--- config.mk ---
export PLATFORM = sky130hd
export DESIGN_NAME = cpu_nios_cpu_oci_dct_packer
export DESIGN_NICKNAME = d
export VERILOG_FILES = /design/src/rtl/cpu_nios_oci_dct_pkg.sv /design/src/rtl/cpu_nios_oci_dct_out_reg.sv /design/src/rtl/cpu_nios_cpu_oci_dct_packer.sv
export SDC_FILE = /design/constraint.sdc
export NUM_CORES = 1
export LEC_CHECK = 0
export CORE_AREA = 2 2 84 86
export DETAILED_ROUTE_END_ITERATION = 8
export DIE_AREA = 0 0 86 88
export PLACE_DENSITY = 0.85
export SLEW_MARGIN = 30
export SYNTH_ARGS = -nofsm -noshare
export SYNTH_HDL_FRONTEND = slang
export SYNTH_SLANG_ARGS = --single-unit
export TNS_END_PERCENT = 1
--- constraint.sdc ---
create_clock -name clk -period 2.1 [get_ports clk]
set_input_delay 0.42 -clock clk [delete_from_list [all_inputs] [get_ports clk]]
set_output_delay 0.42 -clock clk [all_outputs]
set_load 0.01 [all_outputs]
--- src/rtl/cpu_nios_oci_dct_pkg.sv ---
// Shared constants, state encoding and word packing for the OCI compressed-trace (DCT) path.
package cpu_nios_oci_dct_pkg;

  localparam int ATOM_W     = 2;
  localparam int SLOTS      = 15;
  localparam int CNT_W      = 4;
  localparam int BUF_W      = ATOM_W * SLOTS;
  localparam int DCT_WORD_W = CNT_W + BUF_W;

  typedef enum logic [1:0] {
    EMPTY = 2'd0,
    FILL  = 2'd1,
    FULL  = 2'd2
  } dct_state_e;

  function automatic logic [DCT_WORD_W-1:0] pack_word(input logic [CNT_W-1:0] count,
                                                      input logic [BUF_W-1:0] buffer);
    return {count, buffer};
  endfunction

  function automatic dct_state_e state_of(input logic [CNT_W-1:0] count);
    if (count == '0) return EMPTY;
    if (count == CNT_W'(SLOTS)) return FULL;
    return FILL;
  endfunction

endpackage

--- src/rtl/cpu_nios_oci_dct_out_reg.sv ---
// Single-entry valid/ready holding register for emitted DCT words.
module cpu_nios_oci_dct_out_reg
  import cpu_nios_oci_dct_pkg::*;
(
  input  logic                  clk,
  input  logic                  reset,
  input  logic                  load,
  input  logic [DCT_WORD_W-1:0] load_data,
  input  logic                  out_ready,
  output logic                  out_valid,
  output logic [DCT_WORD_W-1:0] out_data,
  output logic                  out_free
);

  assign out_free = !out_valid || out_ready;

  // load is only asserted when out_free, so a held word is never overwritten
  always_ff @(posedge clk) begin
    if (reset) begin
      out_valid <= 1'b0;
      out_data  <= '0;
    end else if (load) begin
      out_valid <= 1'b1;
      out_data  <= load_data;
    end else if (out_ready) begin
      out_valid <= 1'b0;
    end
  end

endmodule

--- src/rtl/cpu_nios_cpu_oci_dct_packer.sv ---
// Packs 2-bit trace atoms into 15-slot DCT words and hands them to the trace store over valid/ready.
//   state | meaning
//   EMPTY | count == 0, nothing to emit
//   FILL  | count 1..14, emits only on pending flush
//   FULL  | count == 15, emits as soon as the output register is free
module cpu_nios_cpu_oci_dct_packer
  import cpu_nios_oci_dct_pkg::*;
(
  input  logic                  clk,
  input  logic                  reset,
  input  logic                  trace_enable,
  input  logic                  atom_valid,
  input  logic [ATOM_W-1:0]     atom,
  input  logic                  flush,
  input  logic                  overflow_clear,
  output logic                  out_valid,
  input  logic                  out_ready,
  output logic [DCT_WORD_W-1:0] out_data,
  output logic [BUF_W-1:0]      dct_buffer,
  output logic [CNT_W-1:0]      dct_count,
  output logic                  overflow
);

  logic [BUF_W-1:0] buffer_q, buffer_d;
  logic [CNT_W-1:0] count_q, count_d;
  logic             pending_q, pending_d;
  logic             ovf_q, ovf_d;
  logic             accept, out_free, xfer, drop;
  dct_state_e       state;

  assign accept = atom_valid && trace_enable;
  assign state  = state_of(count_q);

  always_ff @(posedge clk) begin
    if (reset) begin
      buffer_q  <= '0;
      count_q   <= '0;
      pending_q <= 1'b0;
      ovf_q     <= 1'b0;
    end else begin
      buffer_q  <= buffer_d;
      count_q   <= count_d;
      pending_q <= pending_d;
      ovf_q     <= ovf_d;
    end
  end

  always_comb begin
    buffer_d  = buffer_q;
    count_d   = count_q;
    pending_d = pending_q;
    ovf_d     = ovf_q;
    xfer      = 1'b0;
    drop      = 1'b0;

    case (state)
      EMPTY:   xfer = 1'b0;
      FILL:    xfer = out_free && pending_q;
      FULL:    xfer = out_free;
      default: xfer = 1'b0;
    endcase

    if (xfer) begin
      buffer_d = '0;
      count_d  = '0;
    end

    // an atom arriving with a transfer lands in the freshly cleared buffer
    if (accept) begin
      if (state == FULL && !xfer) begin
        drop = 1'b1;
      end else begin
        buffer_d = {buffer_d[BUF_W-ATOM_W-1:0], atom};
        count_d  = count_d + CNT_W'(1);
      end
    end

    // a flush coinciding with a transfer only needs to cover the atom packed after it
    if (xfer) begin
      pending_d = flush && accept;
    end else if (flush && (state != EMPTY || accept)) begin
      pending_d = 1'b1;
    end

    if (drop) begin
      ovf_d = 1'b1;
    end else if (overflow_clear) begin
      ovf_d = 1'b0;
    end
  end

  cpu_nios_oci_dct_out_reg u_out_reg (
    .clk       (clk),
    .reset     (reset),
    .load      (xfer),
    .load_data (pack_word(count_q, buffer_q)),
    .out_ready (out_ready),
    .out_valid (out_valid),
    .out_data  (out_data),
    .out_free  (out_free)
  );

  assign dct_buffer = buffer_q;
  assign dct_count  = count_q;
  assign overflow   = ovf_q;

endmodule

==> summary.md, run 1 <==
| Metric | Value |
|---|---|
| Register area share after synthesis | between 50% and 60% |
| Unique cell type count in the Yosys netlist | 34 |
| H-Tree Level Count | 3 |
| Residual DRC | 0 |
| Cts hold-fix bufs | 0 |
| Area occupied by multi-input gates | ~1200 µm² |
| CTS tree | done |
| Synth Register Bits | 71 |
| Final slew viol count | 0 |
| Yosys top cell by area | dfxtp_1 |
| Post-DP HPWL | 4500 µm |
| Setup violations, final | 0 |
| Chip height | 88 µm |
| Leak pwr | around 1.3 nW |
| Critical Path Start Type | input pin |
| Cell count after synthesis | 326 |
| GRT overflow | 0 |
| Reg area | 1430 µm² |
| Slew at the pin closest to its max-slew limit | 410 ps |
| CP arrival | around 2200 ps |
| Final setup TNS | 0 ps |
| Post-cts resize count | 0 |
| Main area contributors after synthesis | dfxtp_1 (52%), nand2_1 (18%), a21oi_1 (9.1%) |
| Peak supply drop | ~0.00036 V |
| Slew headroom | approximately 73% |
| Total setup buffers inserted after CTS | 0 |
| CTS clk-pin slew, worst paths | 80 ps |
| Number of fill cells | between 500 and 600 |
| Initial antenna violation count | 0 |
| Drt pass-1 iters | 4 |
| Core box area | 6640 µm² |
| HP Class | reg -> reg |
| Routed WL per cell | approximately 14 µm |
| Fin cells | 490 |
| Largest net degree at the start of global routing | 33 |
| First-iteration detailed-routing DRC count | 117 |
| Final #Nets | 415 |
| CTS max path bufs | 2 |
| Worst Skew | just over 9 ps |
| CP Max Fanout | 4 |
| Maxcap violations | 0 |
| Final GP Congestion | 0.814 |
| First-pass GRT wire length | 11000 µm |
| GRT Overall Usage | between 10% and 20% |
| Post-Syn Area per Cell | approximately 8.4 µm² |
| RSZ-0062 raised after global routing | false |
| Ant diodes | 0 |
| Max Freq | around 520 MHz |
| Inserted Clock Buffers | 9 |
| Die W | between 80 and 90 µm |
| Tcrit/Tclk final | 91.5% |
| Clk_lat worst skew | 340 ps |
| Vias per cell | 5.02 |
| Port Buffers | 78 |
| IO Pins | 79 |
| Vias in the first global route | 2393 |
| Root buffer cell | clkbuf_8 |
| Async SR Flop Fraction | 0% |
| Crit path capture type | flop |
| Final WL | 6620 µm |
| Required @ worst endpoint | 2320 ps |
| Pwr Total | 2.79 mW |
| Synth top area share | approximately 52% |
| Layout cells sized above 1 | 15.6% |
| Post-synth EDFFs | 0 |
| Die area | 7570 µm² |
| FP Rows | 30 |
| Inst Count DP | 474 |
| CTS sink count | 71 |
| Hold Slack | 458 ps |
| Net Count, Synth | 336 |
| Syn-to-layout area delta | 40.6% |
| Ys flop type | dfxtp_1 |
| Post-Syn Area | around 2700 µm² |
| Hold Violations, Final | 0 |
| Detailed-route via count | 2458 |
| Initial core utilization | 41.2% |
| CP Class | in -> reg |
| Status | complete, no violations |
| Syn. warnings | 0 |
| PD cells | 725 nW/µm² |
| Routed Antenna Nets | 0 |
| Min Tclk post-route | 1920 ps |
[synthesized netlist by cell type, types with 2 or more instances]
| library cell | n |
|---|---|
| a21oi_1 | 50 |
| buf_12 | 2 |
| and2_1 | 2 |
| clkbuf_1 | 9 |
| nand3_1 | 2 |
| dfxtp_1 | 71 |
| a211oi_1 | 2 |
| buf_6 | 2 |
| o21ai_0 | 2 |
| a21oi_2 | 20 |
| a31o_2 | 2 |
| nand2_1 | 128 |
| buf_2 | 9 |
| nor2_1 | 5 |
[area by class of cell]
class	count	area share, %
multi-input cells	230	30.3
repair buffers	93	24.4
flip-flops and latches	71	37.0
clock buffers	10	3.57
well taps	80	2.60
clock inverters	6	2.18
[placed cells by master (no fill, tap or decap), types with 2 or more instances in the layout]
cell	synthesis	final
a31o_2	2	2
nand2_1	128	128
a21oi_1	50	50
dfxtp_2	0	3
clkdlybuf4s50_1	0	77
a211oi_1	2	2
buf_12	2	4
nand3_1	2	2
clkinv_2	0	3
and2_1	2	2
clkbuf_8	0	10
bufinv_16	0	2
a21oi_2	20	20
o21ai_0	2	2
buf_4	1	11
dfxtp_1	71	68
nor2_1	5	5
[routing by layer]
layer / global-route usage [%] / vias to the layer above / wire, µm
met4: 6.64 / 0 / 76
met3: 5.56 / 7 / 344
li1: - / 1224 / -
met1: 22.0 / 1161 / 2850
met2: 31.6 / 66 / 3350
met5: 0 / - / 0
[per-stage QoR]
step	setup WS (ps)	utilization (%)	cell area, µm²
after detailed placement	-180	54.6	3630
after floorplan	10.4	-	2760
after CTS	180	57.9	3850
after global placement	-137	54.6	3630
after global routing	113	57.9	3850
final	179	57.9	3850
[worst paths after layout]
check / startpoint / cells after the start / slack (ps) / end
min: u_out_reg.out_data[14] / 2 / 460 / u_out_reg.out_data[14]
max: out_ready / 8 / 180 / dct_count[2]
max reg2reg: dct_count[2] / 7 / 200 / dct_count[2]
min reg2reg: u_out_reg.out_data[14] / 2 / 460 / u_out_reg.out_data[14]
[critical path: stages]
cell and delay, ps:
clkdlybuf4s50_1 460, nor2b_1 60, or3_1 410, and2_1 190
ha_1 210, a31o_2 210, a21oi_1 130, a311oi_1 60
[cell families (layout without fill, tap and decap cells)]
family	count (synthesis)	after routing	share of synthesized area [%]
AND/OR/NAND/NOR	147	147	22.0
AO/OA/AOI/OAI	81	81	19.2
flip-flops	71	71	51.9
buffers and inverters	25	109	6.12
adder cells (fa/ha/maj)	1	1	0.457
XOR/XNOR	1	1	0.320
[power breakdown]
group | total [mW] | leakage [nW] | switching [mW] | internal, mW
combinational | 0.213 | 0.574 | 0.123 | 0.0893
clock | 1.21 | 0.116 | 0.511 | 0.697
sequential | 1.37 | 0.574 | 0.0145 | 1.36
[sequential cells by signal, indices dropped and copies added (netlist names)]
| name | cells |
|---|---|
| u_out_reg.out_data | 34 |
| overflow | 1 |
| dct_buffer | 30 |
| u_out_reg.out_valid | 1 |
| pending_q | 1 |
| dct_count | 4 |
Power figures use the tool's default switching activity.
==> run 2, diff against run 1 <==
- CORE_AREA: 2 2 84 86 -> 2 2 80 82
- DIE_AREA: 0 0 86 88 -> 0 0 82 84
- PLACE_DENSITY: 0.85 -> 0.88
- clock period: 2.1 -> 1.95 ns (I/O delays scaled with it)
==> summary.md, run 2 (synthesis results as in run 1) <==
| Metric | Value |
|---|---|
| Status | complete, no violations (unchanged) |
| Final GP Congestion | 0.732 (was 0.814) |
| Die area | 6890 µm² (was 7570 µm²) |
| CP arrival | 2100 ps (was 2150 ps) |
| Required @ worst endpoint | 2150 ps (was 2320 ps) |
| Inserted Clock Buffers | 9 (unchanged) |
| Worst path cell trace | a41oi_4 > or3_1 > and2_4 > ha_4 > a31o_4 > a21oi_2 > a311oi_1 (was clkdlybuf4s50_1 > nor2b_1 > or3_1 > and2_1 > ha_1 > a31o_2 > a21oi_1 > a311oi_1) |
| CTS sink count | 71 (unchanged) |
| Post-cts resize count | 0 (unchanged) |
| RSZ-0062 raised after global routing | false (unchanged) |
| GRT Overall Usage | 20.9% (was 18.5%) |
| PD cells | 708 nW/µm² (was 725 nW/µm²) |
| Initial core utilization | 44.9% (was 41.2%) |
| Clk_lat worst skew | 340 ps (about the same) |
| CP delay by family, top | simple AND/OR/NAND/NOR gates (unchanged) |
| Setup violations, final | 0 (unchanged) |
| Post-DP HPWL | 4570 µm (was 4500 µm) |
| Ant diodes | 0 (unchanged) |
| Leak pwr | 1.26 nW (about the same) |
| Final slew viol count | 0 (unchanged) |
| Fin worst setup slack | 49.0 ps (was 179 ps) |
| Top reg by flops | u_out_reg.out_data (unchanged) |
| Maxcap violations | 0 (unchanged) |
| Detailed-route via count | 2442 (was 2458) |
| Final WL | 6560 µm (was 6620 µm) |
| CP Class | reg -> reg (was in -> reg) |
| Peak supply drop | 0.000503 V (was 0.000364 V) |
| Core box area | 6100 µm² (was 6640 µm²) |
| Initial antenna violation count | 0 (unchanged) |
| Vias per cell | 4.99 (was 5.02) |
| Routed WL per cell | 13.4 µm (was 13.5 µm) |
| First-pass GRT wire length | 11200 µm (was 11000 µm) |
| Chip height | 84 µm (was 88 µm) |
| Total setup buffers inserted after CTS | 0 (unchanged) |
| HP Class | in -> reg (was reg -> reg) |
| Slew at the pin closest to its max-slew limit | 403 ps (was 410 ps) |
| Syn-to-layout area delta | 41.1% (was 40.6%) |
| IO Pins | 79 (unchanged) |
| H-Tree Level Count | 3 (unchanged) |
| Residual DRC | 0 (unchanged) |
| GRT overflow | 0 (unchanged) |
| Fin util | 63.4% (was 57.9%) |
| Max FFs per register | 34 (unchanged) |
| Commonest non-fill, non-tap cell in the layout | nand2_1 (unchanged) |
| Tcrit/Tclk final | about 100% |
| Largest net degree at the start of global routing | 39 (was 33) |
| Number of fill cells | 511 (was 565) |
| FP Rows | 29 (was 30) |
| Root buffer cell | clkbuf_8 (unchanged) |
| Cts hold-fix bufs | 0 (unchanged) |
| Critical Path Start Type | flop (was input pin) |
| CTS max path bufs | 2 (unchanged) |
| CP Max Fanout | 7 (was 4) |
| Max Freq | 526 MHz |
| Commonest cells after routing, fill and taps aside | nand2_1 (128), clkdlybuf4s50_1 (77), dfxtp_1 (66) (was nand2_1 (128), clkdlybuf4s50_1 (77), dfxtp_1 (68)) |
| CTS tree | done (unchanged) |
| Post-Place Setup Slack | -196 ps (was -180 ps) |
| Port Buffers | 78 (unchanged) |
| Min Tclk post-route | 1900 ps |
| Hold Violations, Final | 0 (unchanged) |
| Worst Skew | 10.0 ps (was 9.27 ps) |
| Final #Nets | 417 (was 415) |
| Crit path capture type | flop (unchanged) |
| Max incr delay on CP | 440 ps (was 460 ps) |
| First-iteration detailed-routing DRC count | 82 (was 117) |
| Die W | 82 µm (was 86 µm) |
| Layout cells sized above 1 | 17.2% (was 15.6%) |
| Vias in the first global route | 2470 (was 2393) |
| Slew headroom | 73.1% (was 72.6%) |
| CP bufs+invs | 0 (was 1) |
| Slowest cell on the critical path | dfxtp_2 (was clkdlybuf4s50_1) |
| Routed Antenna Nets | 0 (unchanged) |
| Drt pass-1 iters | 4 (unchanged) |
| CTS clk-pin slew, worst paths | 70 ps (was 80 ps) |
run 2: cell count changes in the layout (fill, tap and decap cells not counted), moves of 2 or more:
cell,before,now
bufinv_16,2,0
clkinvlp_4,0,2
dfxtp_1,68,66
dfxtp_2,3,5
run 2: power by group:
part           leakage [nW]  internal (mW)  switching, mW
clock network        0.0854          0.460          0.556
registers             0.575           1.46         0.0185
logic                 0.595          0.105          0.137
total                  1.26           2.03          0.711
run 2: metal layers:
layer	track usage, %	share of wire [%]	vias up
met5	0	0	-
met4	6.97	1.3	0
met3	6.17	4.5	9
met1	25.4	45	1140
li1	-	-	1233
met2	34.7	49	60
run 2: final timing paths:
check	start	end	slack, ps	depth (start not counted)
max	dct_count[0]	dct_count[2]	50	7
min	reset	u_out_reg.out_valid	450	2
min reg2reg	u_out_reg.out_data[12]	u_out_reg.out_data[12]	460	2
max reg2reg	dct_count[0]	dct_count[2]	50	7
run 2: final cells by class:
| cell class | count | area (µm²) | area share (%) |
|---|---|---|---|
| Tap cell | 77 | 96.3 | 2.49 |
| Clock buffer | 9 | 124 | 3.20 |
| Multi-Input combinational cell | 230 | 1200 | 31.1 |
| Timing Repair Buffer | 95 | 966 | 25.0 |
| Sequential cell | 71 | 1430 | 36.9 |
| Clock inverter | 7 | 47.5 | 1.23 |
run 2: stage by stage:
step	TNS, ps	cell area (µm²)	cells	total power, mW	hold slack (ps)
2_1_floorplan	-45.2	2800	326	1.67	481
3_3_place_gp	-211	3690	473	1.75	441
3_5_place_dp	-333	3690	473	1.76	450
4_1_cts	0	3860	489	2.76	445
5_1_grt	0	3860	489	2.86	460
6_report	0	3860	489	2.74	454
==> run 3, diff against run 2 <==
- CORE_AREA: 2 2 80 82 -> 2 2 82 84
- DIE_AREA: 0 0 82 84 -> 0 0 84 86
- PLACE_DENSITY: 0.88 -> 0.85
- TNS_END_PERCENT: 1 -> 20
==> summary.md, run 3 (synthesis results as in run 1) <==
| Metric | Value |
|---|---|
| Combinational fraction of design power | 8.3% (was 8.8%) |
| Worst r2r dst | dct_count[2] (unchanged) |
| Min Tclk post-route | 1840 ps (was 1900 ps) |
| Routed Antenna Nets | 0 (unchanged) |
| GRT overflow | 0 (unchanged) |
| Hold endpoint | u_out_reg.out_data[13] (was u_out_reg.out_valid) |
| Top reg by flops | u_out_reg.out_data (unchanged) |
| Fin cells | 489 (unchanged) |
| Reg area | 1430 µm² (unchanged) |
| Flop2flop setup slack | 140 ps (was 50 ps) |
| Status | complete, no violations (unchanged) |
| Area occupied by multi-input gates | 1200 µm² (unchanged) |
| RSZ-0062 raised after global routing | false (unchanged) |
| Crit path capture type | output port (was flop) |
| Leak pwr | 1.29 nW (was 1.26 nW) |
| CP Class | reg -> out (was reg -> reg) |
| Post-DP HPWL | 4570 µm (about the same) |
| Final GP Congestion | 0.756 (was 0.732) |
| Die W | 84 µm (was 82 µm) |
| Drt pass-1 iters | 7 (was 4) |
| Ant diodes | 0 (unchanged) |
| Tcrit/Tclk final | 94.3% (was 97.5%) |
| Net Sw Frac | 23.9% (was 26.0%) |
| Routed WL per cell | 13.7 µm (was 13.4 µm) |
| Clock share of power | 42.7% (was 37.1%) |
| Inserted Clock Buffers | 9 (unchanged) |
| Reg2reg start | dct_count[0] (unchanged) |
| Max incr delay on CP | 540 ps (was 440 ps) |
| First-iteration detailed-routing DRC count | 95 (was 82) |
| FF-to-FF path depth | 7 (unchanged) |
| Vias per cell | 5.07 (was 4.99) |
| Detailed-route via count | 2481 (was 2442) |
| Number of fill cells | 542 (was 511) |
| Chip height | 86 µm (was 84 µm) |
| Total setup buffers inserted after CTS | 0 (unchanged) |
| GRT Overall Usage | 19.1% (was 20.9%) |
| CTS max path bufs | 2 (unchanged) |
| Sw Pwr | 0.723 mW (was 0.711 mW) |
| Core box area | 6280 µm² (was 6100 µm²) |
| Root buffer cell | clkbuf_8 (unchanged) |
| Final WL | 6690 µm (was 6560 µm) |
| Required @ worst endpoint | 1560 ps (was 2150 ps) |
| Worst Skew | 7.49 ps (was 10.0 ps) |
| Post-Place Setup Slack | -220 ps (was -196 ps) |
| Flop pwr share | 49.0% (was 54.1%) |
| Slew at the pin closest to its max-slew limit | 424 ps (was 403 ps) |
| Pint | 2.30 mW (was 2.03 mW) |
| Peak supply drop | 0.000603 V (was 0.000503 V) |
| Clk_lat worst skew | 330 ps (was 340 ps) |
| Cts hold-fix bufs | 0 (unchanged) |
| First-pass GRT wire length | 11300 µm (was 11200 µm) |
| Setup violations, final | 0 (unchanged) |
| Worst path cell trace | buf_4 > clkdlybuf4s50_1 (was a41oi_4 > or3_1 > and2_4 > ha_4 > a31o_4 > a21oi_2 > a311oi_1) |
| Fin worst setup slack | 111 ps (was 49.0 ps) |
| Final slew viol count | 0 (unchanged) |
| H-Tree Level Count | 3 (unchanged) |
| Slowest cell on the critical path | clkdlybuf4s50_1 (was dfxtp_2) |
| Placed Area | 3720 µm² (was 3690 µm²) |
| IO Pins | 79 (unchanged) |
| Pwr Total | 3.02 mW (was 2.74 mW) |
| Residual DRC | 0 (unchanged) |
| Maxcap violations | 0 (unchanged) |
| Final #Nets | 417 (unchanged) |
| Commonest non-fill, non-tap cell in the layout | nand2_1 (unchanged) |
| Post-route cell area | 3940 µm² (was 3860 µm²) |
| Final setup TNS | 0 ps (unchanged) |
| Post-cts resize count | 0 (unchanged) |
| Max Freq | 544 MHz (was 526 MHz) |
| Hold Path Cell Cnt | 2 (unchanged) |
| Inst Count DP | 473 (unchanged) |
| Vias in the first global route | 2372 (was 2470) |
| Hold Violations, Final | 0 (unchanged) |
| Slew headroom | 71.7% (was 73.1%) |
| HP Class | reg -> reg (was in -> reg) |
| Critical Path Start Type | flop (unchanged) |
| CP arrival | 1450 ps (was 2100 ps) |
| Hold_sp | u_out_reg.out_data[13] (was reset) |
| CTS tree | done (unchanged) |
| Initial antenna violation count | 0 (unchanged) |
| CTS clk-pin slew, worst paths | 80 ps (was 70 ps) |
| Initial core utilization | 43.6% (was 44.9%) |
| Die area | 7220 µm² (was 6890 µm²) |
| CP delay by family, top | buffers and inverters (was simple AND/OR/NAND/NOR gates) |
| FP Rows | 29 (unchanged) |
| Layout cells sized above 1 | 17.2% (unchanged) |
| Largest net degree at the start of global routing | 28 (was 39) |
| PD cells | 767 nW/µm² (was 708 nW/µm²) |
| Max FFs per register | 34 (unchanged) |
| Port Buffers | 78 (unchanged) |
| CTS sink count | 71 (unchanged) |
| Crit path from | dct_count[3] (was dct_count[0]) |
| Commonest cells after routing, fill and taps aside | nand2_1 (128), clkdlybuf4s50_1 (77), dfxtp_1 (66) (unchanged) |
| CP Max Fanout | 7 (unchanged) |
| Syn-to-layout area delta | 43.8% (was 41.1%) |
| CP bufs+invs | 2 (was 0) |
run 3: through the flow:
| step | hold WS [ps] | util [%] |
|---|---|---|
| CTS | 460 | 62.7 |
| detailed placement | 448 | 59.2 |
| finish | 457 | 62.7 |
| global route | 476 | 62.7 |
| floorplan | 481 | - |
| global placement | 440 | 59.2 |
run 3: final cells by class:
class                   count  share of cell area (%)
repair buffers             95                    25.2
clock inverters             7                    2.45
multi-input cells         230                    30.6
well taps                  77                    2.45
clock buffers               9                    3.14
flip-flops and latches     71                    36.2
run 3: power groups by stage:
stage	registers, mW	clock network [mW]	logic [mW]
2_1_floorplan	1.51	0	0.153
3_3_place_gp	1.51	0	0.246
3_5_place_dp	1.51	0	0.252
4_1_cts	1.48	1.31	0.253
5_1_grt	1.48	1.37	0.270
6_report	1.48	1.29	0.251
run 3: worst max-delay path by stage:
| stage | endpoint | slack [ps] | cells after the start |
|---|---|---|---|
| final | dct_count[3] | 110 | 2 |
| after detailed placement | dct_count[2] | -220 | 8 |
| after global routing | dct_count[2] | 60 | 7 |
| after CTS | dct_count[3] | 90 | 2 |
| after floorplan | dct_count[2] | -50 | 10 |
| after global placement | dct_count[2] | -150 | 8 |
run 3: worst register-to-register path, stage by stage, from the launching register on:
cell and delay (ps):
dfxtp_2 430, nor4_2 90, or3_1 440, and2_4 210, ha_4 160, a31o_4 200, a21oi_2 110, a311oi_1 50
run 3: metal layers:
metal / track usage (%) / routed length (µm) / part of all wire (%)
met2: 30.6 / 3220 / 48
met3: 5.00 / 317 / 4.7
met4: 7.92 / 110 / 1.6
met5: 0 / 0 / 0
met1: 24.7 / 3050 / 45
